$ cat config.mk
export PLATFORM = sky130hd
export DESIGN_NAME = button_toggle_bank
export DESIGN_NICKNAME = d
export VERILOG_FILES = /design/src/rtl/button_toggle_bank.sv
export SDC_FILE = /design/constraint.sdc
export NUM_CORES = 1
export LEC_CHECK = 0
export ABC_AREA = 1
export ABC_CLOCK_PERIOD_IN_PS = 2000
export CORE_ASPECT_RATIO = 0.9
export CORE_MARGIN = 2
export CORE_UTILIZATION = 45
export DETAILED_ROUTE_END_ITERATION = 6
export PLACE_DENSITY = 0.75
export SYNTH_ARGS = -nofsm -noshare
export SYNTH_HDL_FRONTEND = slang
export SYNTH_SLANG_ARGS = --single-unit
$ cat constraint.sdc
create_clock -name clk -period 2 [get_ports clk]
set_input_delay 0.6 -clock clk [delete_from_list [all_inputs] [get_ports clk]]
set_output_delay 0.6 -clock clk [all_outputs]
set_load 0.05 [all_outputs]
$ cat src/rtl/button_toggle_bank.sv
// button_toggle_bank: per-channel debounce, press strobe and toggle/momentary output.
// Optional BUTTON_SYNC_EN inserts a 2-flop synchroniser ahead of each debouncer.
module button_toggle_bank #(
    parameter int CHANNELS        = 4,
    parameter int DEBOUNCE_CYCLES = 4
) (
    input  logic                clk,
    input  logic                reset,
    input  logic [CHANNELS-1:0] button,
    input  logic [CHANNELS-1:0] mode,
    input  logic                clear,
    output logic [CHANNELS-1:0] stateful_button,
    output logic [CHANNELS-1:0] press_pulse
);
    localparam int CW = (DEBOUNCE_CYCLES > 1) ? $clog2(DEBOUNCE_CYCLES) : 1;
    localparam logic [CW-1:0] LAST = CW'(DEBOUNCE_CYCLES - 1);

    logic [CHANNELS-1:0] s;
    logic [CHANNELS-1:0] db;
    logic [CHANNELS-1:0] tgl;
    logic [CHANNELS-1:0] accept;
    logic [CHANNELS-1:0] press;
    logic [CW-1:0]       cnt [CHANNELS];

`ifdef BUTTON_SYNC_EN
    logic [CHANNELS-1:0] sync1;
    logic [CHANNELS-1:0] sync2;
    always_ff @(posedge clk) begin
        if (reset) begin
            sync1 <= '0;
            sync2 <= '0;
        end else begin
            sync1 <= button;
            sync2 <= sync1;
        end
    end
    assign s = sync2;
`else
    assign s = button;
`endif

    always_comb begin
        accept = '0;
        press  = '0;
        for (int i = 0; i < CHANNELS; i++) begin
            accept[i] = (s[i] != db[i]) && (cnt[i] == LAST);
            press[i]  = accept[i] && s[i];
        end
    end

    always_ff @(posedge clk) begin
        if (reset) begin
            db          <= '0;
            tgl         <= '0;
            press_pulse <= '0;
            for (int i = 0; i < CHANNELS; i++) cnt[i] <= '0;
        end else begin
            press_pulse <= press;
            // clear has priority over a coincident press on the toggle state
            tgl         <= clear ? '0 : tgl ^ press;
            for (int i = 0; i < CHANNELS; i++) begin
                cnt[i] <= (s[i] == db[i] || accept[i]) ? '0 : cnt[i] + 1'b1;
                if (accept[i]) db[i] <= s[i];
            end
        end
    end

    assign stateful_button = (mode & db) | (~mode & tgl);
endmodule

==> run metrics, run 1 <==
Die Wd=50.7 µm; Post-CTS Setup Inserts=0; dpl hpwl=1290 µm; Hold Vio Cnt, Final=0; Final ANT Viol Nets=0; Multi-input gate area=422 µm²; synth unique cells=12; Tightest Pin Transition=0.242 ns; CTS HTree Levels=1; post-route insts no fill=158; vias post-DR=730; largest net degree at the start of global routing=11; Yosys warning total=0; GRT Total Usage=0.154; Ant. Diodes=0; RSZ-0062 raised after global routing=no; Seq pwr share=0.621; core area=0.00188 mm²; hold path cells=1; I/O Buffers=18; total gr overflow=0; leakage=0.500 nW; Final Setup Violations=0; Hold Slack=0.425 ns; worst skew pair latency=0.29 ns; CTS Hold Bufs=0; Max Fanout on Critical Path=2; Routed WL per cell=10.3 µm; pwr/cell area=572 mW/mm²; Clk pwr share=0.271; Reg area=400 µm²; Tcrit/Tclk final=0.902; first-pass GRT wire length=2570 µm; sequential fraction of the synthesis area=0.454; CTS Root Cell=clkbuf_4; Final Instance Area=0.00116 mm²; post-synthesis cell area=882 µm²; Int Power=0.511 mW; Gate power share=0.108; Num CTS Buffers=3; # nets final=150; vias in the first global route=626; Data arrival, critical path=1.20 ns; CTS tree=built; Final min period=1.80 ns; syn_area_per_cell=7.95 µm²; max cap viols=0; Switching Fraction=0.230; Peak Freq=0.554 GHz; WP data required=1.40 ns; status=complete, no violations; share of layout cells above drive strength 1=0.195; starting density of the core=0.470; Seq cells post-synth=20; Routed WL=1630 µm; Synth Instances=111; Worst VDD drop=0.334 mV; Detailed Route Iter0 Violations=10; die area=0.00233 mm²; First-pass DRT Iterations=4; clock skew=0.000473 ns; num ports=19; Sink Count=20; area post-placement=0.00113 mm²; Max clock buf depth=2; worst setup margin=0.196 ns; WS Path Type=in -> out; sw power=0.152 mW; synthesized netlist net count=126; num rows=15; placed cell count=155; FF-to-FF Start=cnt[1][0]; Hold Crit Class=reg -> reg; routability cong.=0.764; initial antenna violation count=0; Slew Limit Fails=0; post-DR vias/cell=4.62; Remaining DRCs=0; Worst Setup End Kind=output pin; fill count=159; Worst-path clk slew=0.10 ns; Placement Setup Slack=-0.0581 ns; CP Launch Type=primary input; Synth-to-Final Area Change=31.5%; hold_sp=cnt[2][0]; relative slew slack=0.839; Die Y=46 µm; worst r2r path cells=4; crit path from=mode[1]
power by group through the flow:
stage | Combinational, mW | Clock (mW) | Sequential, mW
4_1_cts | 0.0720 | 0.191 | 0.412
3_3_place_gp | 0.0691 | 0 | 0.421
2_1_floorplan | 0.0357 | 0 | 0.421
6_report | 0.0718 | 0.179 | 0.412
3_5_place_dp | 0.0735 | 0 | 0.421
5_1_grt | 0.0794 | 0.204 | 0.413
cells in the mapped netlist (all sizes together):
master  instances  share of area
ha              4          0.057
nor2           21           0.13
inv            17          0.072
nand4           4          0.028
nand2          24           0.10
buf             1          0.013
dfxtp          20           0.45
or2             4          0.028
nand3          12          0.091
o21ai           4          0.023
per-stage QoR:
stage | utilization | TNS, ns | power [mW]
after detailed placement | 0.601 | -0.195 | 0.495
after global placement | 0.601 | -0.122 | 0.490
after global routing | 0.618 | 0 | 0.696
after CTS | 0.618 | 0 | 0.675
after floorplan | - | 0 | 0.457
final | 0.618 | 0 | 0.663
final cells by class:
| type | count | area share |
|---|---|---|
| tap | 25 | 0.0270 |
| timing repair buffer | 20 | 0.190 |
| sequential | 20 | 0.345 |
| inverter | 17 | 0.0550 |
| clock buffer | 3 | 0.0194 |
| multi-input combinational | 73 | 0.364 |
logic make-up (layout without fill, tap and decap cells):
kind of cell,after synthesis,after routing,share of synthesized area
buffers and inverters,18,40,0.0851
adder cells (fa/ha/maj),4,4,0.0567
AO/OA/AOI/OAI,4,4,0.0227
flip-flops,20,20,0.454
AND/OR/NAND/NOR,65,65,0.382
final timing paths:
| path | slack (ns) | endpoint |
|---|---|---|
| setup / recovery | 0.20 | stateful_button[1] |
| hold / removal | 0.42 | cnt[2][0] |
| setup reg to reg | 0.96 | cnt[1][0] |
| hold reg to reg | 0.42 | cnt[2][0] |
sequential cells by signal (all words and copies together), names as in the netlist:
name         cells
cnt              8
db               4
press_pulse      4
tgl              4
repair_timing:
action,4_1_cts,5_1_grt
endpoints found under the hold margin,0,0
endpoints found under the setup margin,4,0
resized for setup,8,0
layout by cell type, fill, tap and decap left out:
cell	count
clkbuf_4	3
buf_12	4
ha_1	4
nor2_1	16
nand3_1	8
nor2_4	5
nand4_1	4
dlygate4sd2_1	4
clkdlybuf4s50_1	6
nand2_1	24
dfxtp_1	20
nand3_2	4
buf_4	6
or2_0	4
o21ai_2	4
inv_1	17
routing by layer:
| layer | track usage | wire length (µm) | vias up |
|---|---|---|---|
| met3 | 0.0329 | 73 | 2 |
| met5 | 0 | 0 | - |
| met4 | 0.0811 | 14 | 0 |
| met1 | 0.168 | 693 | 323 |
| met2 | 0.284 | 853 | 14 |
| li1 | - | - | 391 |
worst max-delay path: stages:
cell	delay (ns)
dlygate4sd2_1	0.25
o21ai_2	0.19
buf_12	0.16
Power figures use the tool's default switching activity.
==> inputs of run 2 (changes only) <==
--- a/config.mk
+++ b/config.mk
@@ -7,11 +7,13 @@
 export LEC_CHECK = 0
 export ABC_AREA = 1
 export ABC_CLOCK_PERIOD_IN_PS = 2000
+export CELL_PAD_IN_SITES_DETAIL_PLACEMENT = 2
+export CELL_PAD_IN_SITES_GLOBAL_PLACEMENT = 2
 export CORE_ASPECT_RATIO = 0.9
 export CORE_MARGIN = 2
-export CORE_UTILIZATION = 45
+export CORE_UTILIZATION = 30
 export DETAILED_ROUTE_END_ITERATION = 6
-export PLACE_DENSITY = 0.75
+export PLACE_DENSITY = 0.85
 export SYNTH_ARGS = -nofsm -noshare
 export SYNTH_HDL_FRONTEND = slang
 export SYNTH_SLANG_ARGS = --single-unit
==> run 2 against run 1 <==
Highest routed layer is now met3; global-route usage about the same; combinational power up 3.2%; fmax shrank 0.12%; register-to-register slack lost 0.03 ns.
==> run metrics, run 2 (synthesis results as in run 1) <==
status=complete, no violations; Clk pwr share=0.403; Slew Limit Fails=0; most frequent cells in the layout=nand2_1, dfxtp_1, inv_1; First-pass DRT Iterations=2; Final Setup Violations=0; Hold Vio Cnt, Final=0; placed cell count=170; Synth-to-Final Area Change=37.0%; Max Fanout on Critical Path=2; WP buf/inv=2; Worst-path clk slew=0.11 ns; share of layout cells above drive strength 1=0.201; Tcrit/Tclk final=0.903; I/O Buffers=18; Sink Count=20; Hold Crit Class=reg -> reg; leakage=0.514 nW; Num CTS Buffers=3; CTS Hold Bufs=0; Peak Freq=0.554 GHz; CP Launch Type=primary input; Placement Setup Slack=-0.0974 ns; CTS Root Cell=clkbuf_4; Gate power share=0.091; Die Y=55.4 µm; num ports=19; WS Path Type=in -> out; dpl hpwl=1920 µm; total gr overflow=0; core area=0.00277 mm²; FF-to-FF setup slack=0.93 ns; worst skew pair latency=0.30 ns; Routed WL per cell=12.9 µm; Tightest Pin Transition=0.250 ns; CTS tree=built; # nets final=150; Remaining DRCs=0; GRT Total Usage=0.154; crit path cell chain=dlygate4sd2_1 > o21ai_2 > buf_12; Routed WL=2250 µm; Switching Fraction=0.210; first-pass GRT wire length=4040 µm; Final min period=1.81 ns; max reg flops=8; pwr/cell area=674 mW/mm²; max cap viols=0; Detailed Route Iter0 Violations=11; starting density of the core=0.318; Crit path max-delay family=buffers and inverters; Worst VDD drop=0.371 mV; Die Wd=61.2 µm; post-DR vias/cell=4.56; Ant. Diodes=0; final core occ=0.436; Seq pwr share=0.506; Final ANT Viol Nets=0; vias post-DR=793; worst setup margin=0.194 ns; largest net degree at the start of global routing=13; Int Power=0.644 mW; clock skew=0.0112 ns; routability cong.=0.689; post-route insts no fill=174; most common cell after layout, fill and taps aside=nand2_1; die area=0.00339 mm²; CTS HTree Levels=1; Max clock buf depth=2; crit path max-delay cell type=dlygate4sd2_1; relative slew slack=0.833; sw power=0.171 mW; Biggest register=cnt; initial antenna violation count=0; num rows=18; Data arrival, critical path=1.21 ns; WP data required=1.40 ns; fill count=328; Worst Setup End Kind=output pin; vias in the first global route=952; slowest stage delay, CP=0.26 ns; RSZ-0062 raised after global routing=no
run 2: repair_timing:
item,4_1_cts,5_1_grt
setup endpoints to repair,4,0
resized for setup,8,0
buffers inserted,0,0
run 2: worst reg2reg max path, delay by kind of cell (launching register included):
| kind | cells | cell delay (ns) |
|---|---|---|
| simple gates | 3 | 0.38 |
| flops | 1 | 0.34 |
| fa+ha+maj | 1 | 0.29 |
run 2: cell type report:
cell class,instances,area (µm²),area share
Inverter,17,63.8,0.0528
Multi-Input combinational cell,73,422,0.349
Timing Repair Buffer,20,220,0.182
Clock inverter,1,30.0,0.0248
Sequential cell,20,400,0.331
Clock buffer,3,22.5,0.0186
Tap cell,40,50.0,0.0414
run 2: per-stage QoR:
step	total power, mW	setup TNS [ns]	hold slack [ns]	area, µm²
2_1_floorplan	0.457	0	0.398	882
3_3_place_gp	0.492	-0.121	0.406	1150
3_5_place_dp	0.499	-0.274	0.417	1150
4_1_cts	0.831	0	0.435	1210
5_1_grt	0.857	0	0.458	1210
6_report	0.815	0	0.428	1210
run 2: routing by layer:
layer | part of all wire | vias up | GRT usage
li1 | - | 393 | -
met1 | 0.38 | 388 | 0.163
met2 | 0.59 | 12 | 0.302
met3 | 0.032 | 0 | 0.0281
met4 | 0 | 0 | 0.0248
met5 | 0 | - | 0
run 2: power groups by stage:
stage | clock (mW) | combinational, mW | sequential [mW]
after CTS | 0.342 | 0.0760 | 0.413
after global placement | 0 | 0.0710 | 0.421
after global routing | 0.359 | 0.0840 | 0.414
after floorplan | 0 | 0.0357 | 0.421
final | 0.328 | 0.0741 | 0.413
after detailed placement | 0 | 0.0773 | 0.422
run 2: path summary, 6_finish.rpt:
check | start | to | cells past startpoint
hold / removal | cnt[2][0] | cnt[2][0] | 1
setup reg to reg | cnt[3][0] | cnt[3][0] | 4
setup / recovery | mode[3] | stateful_button[3] | 3
hold reg to reg | cnt[2][0] | cnt[2][0] | 1
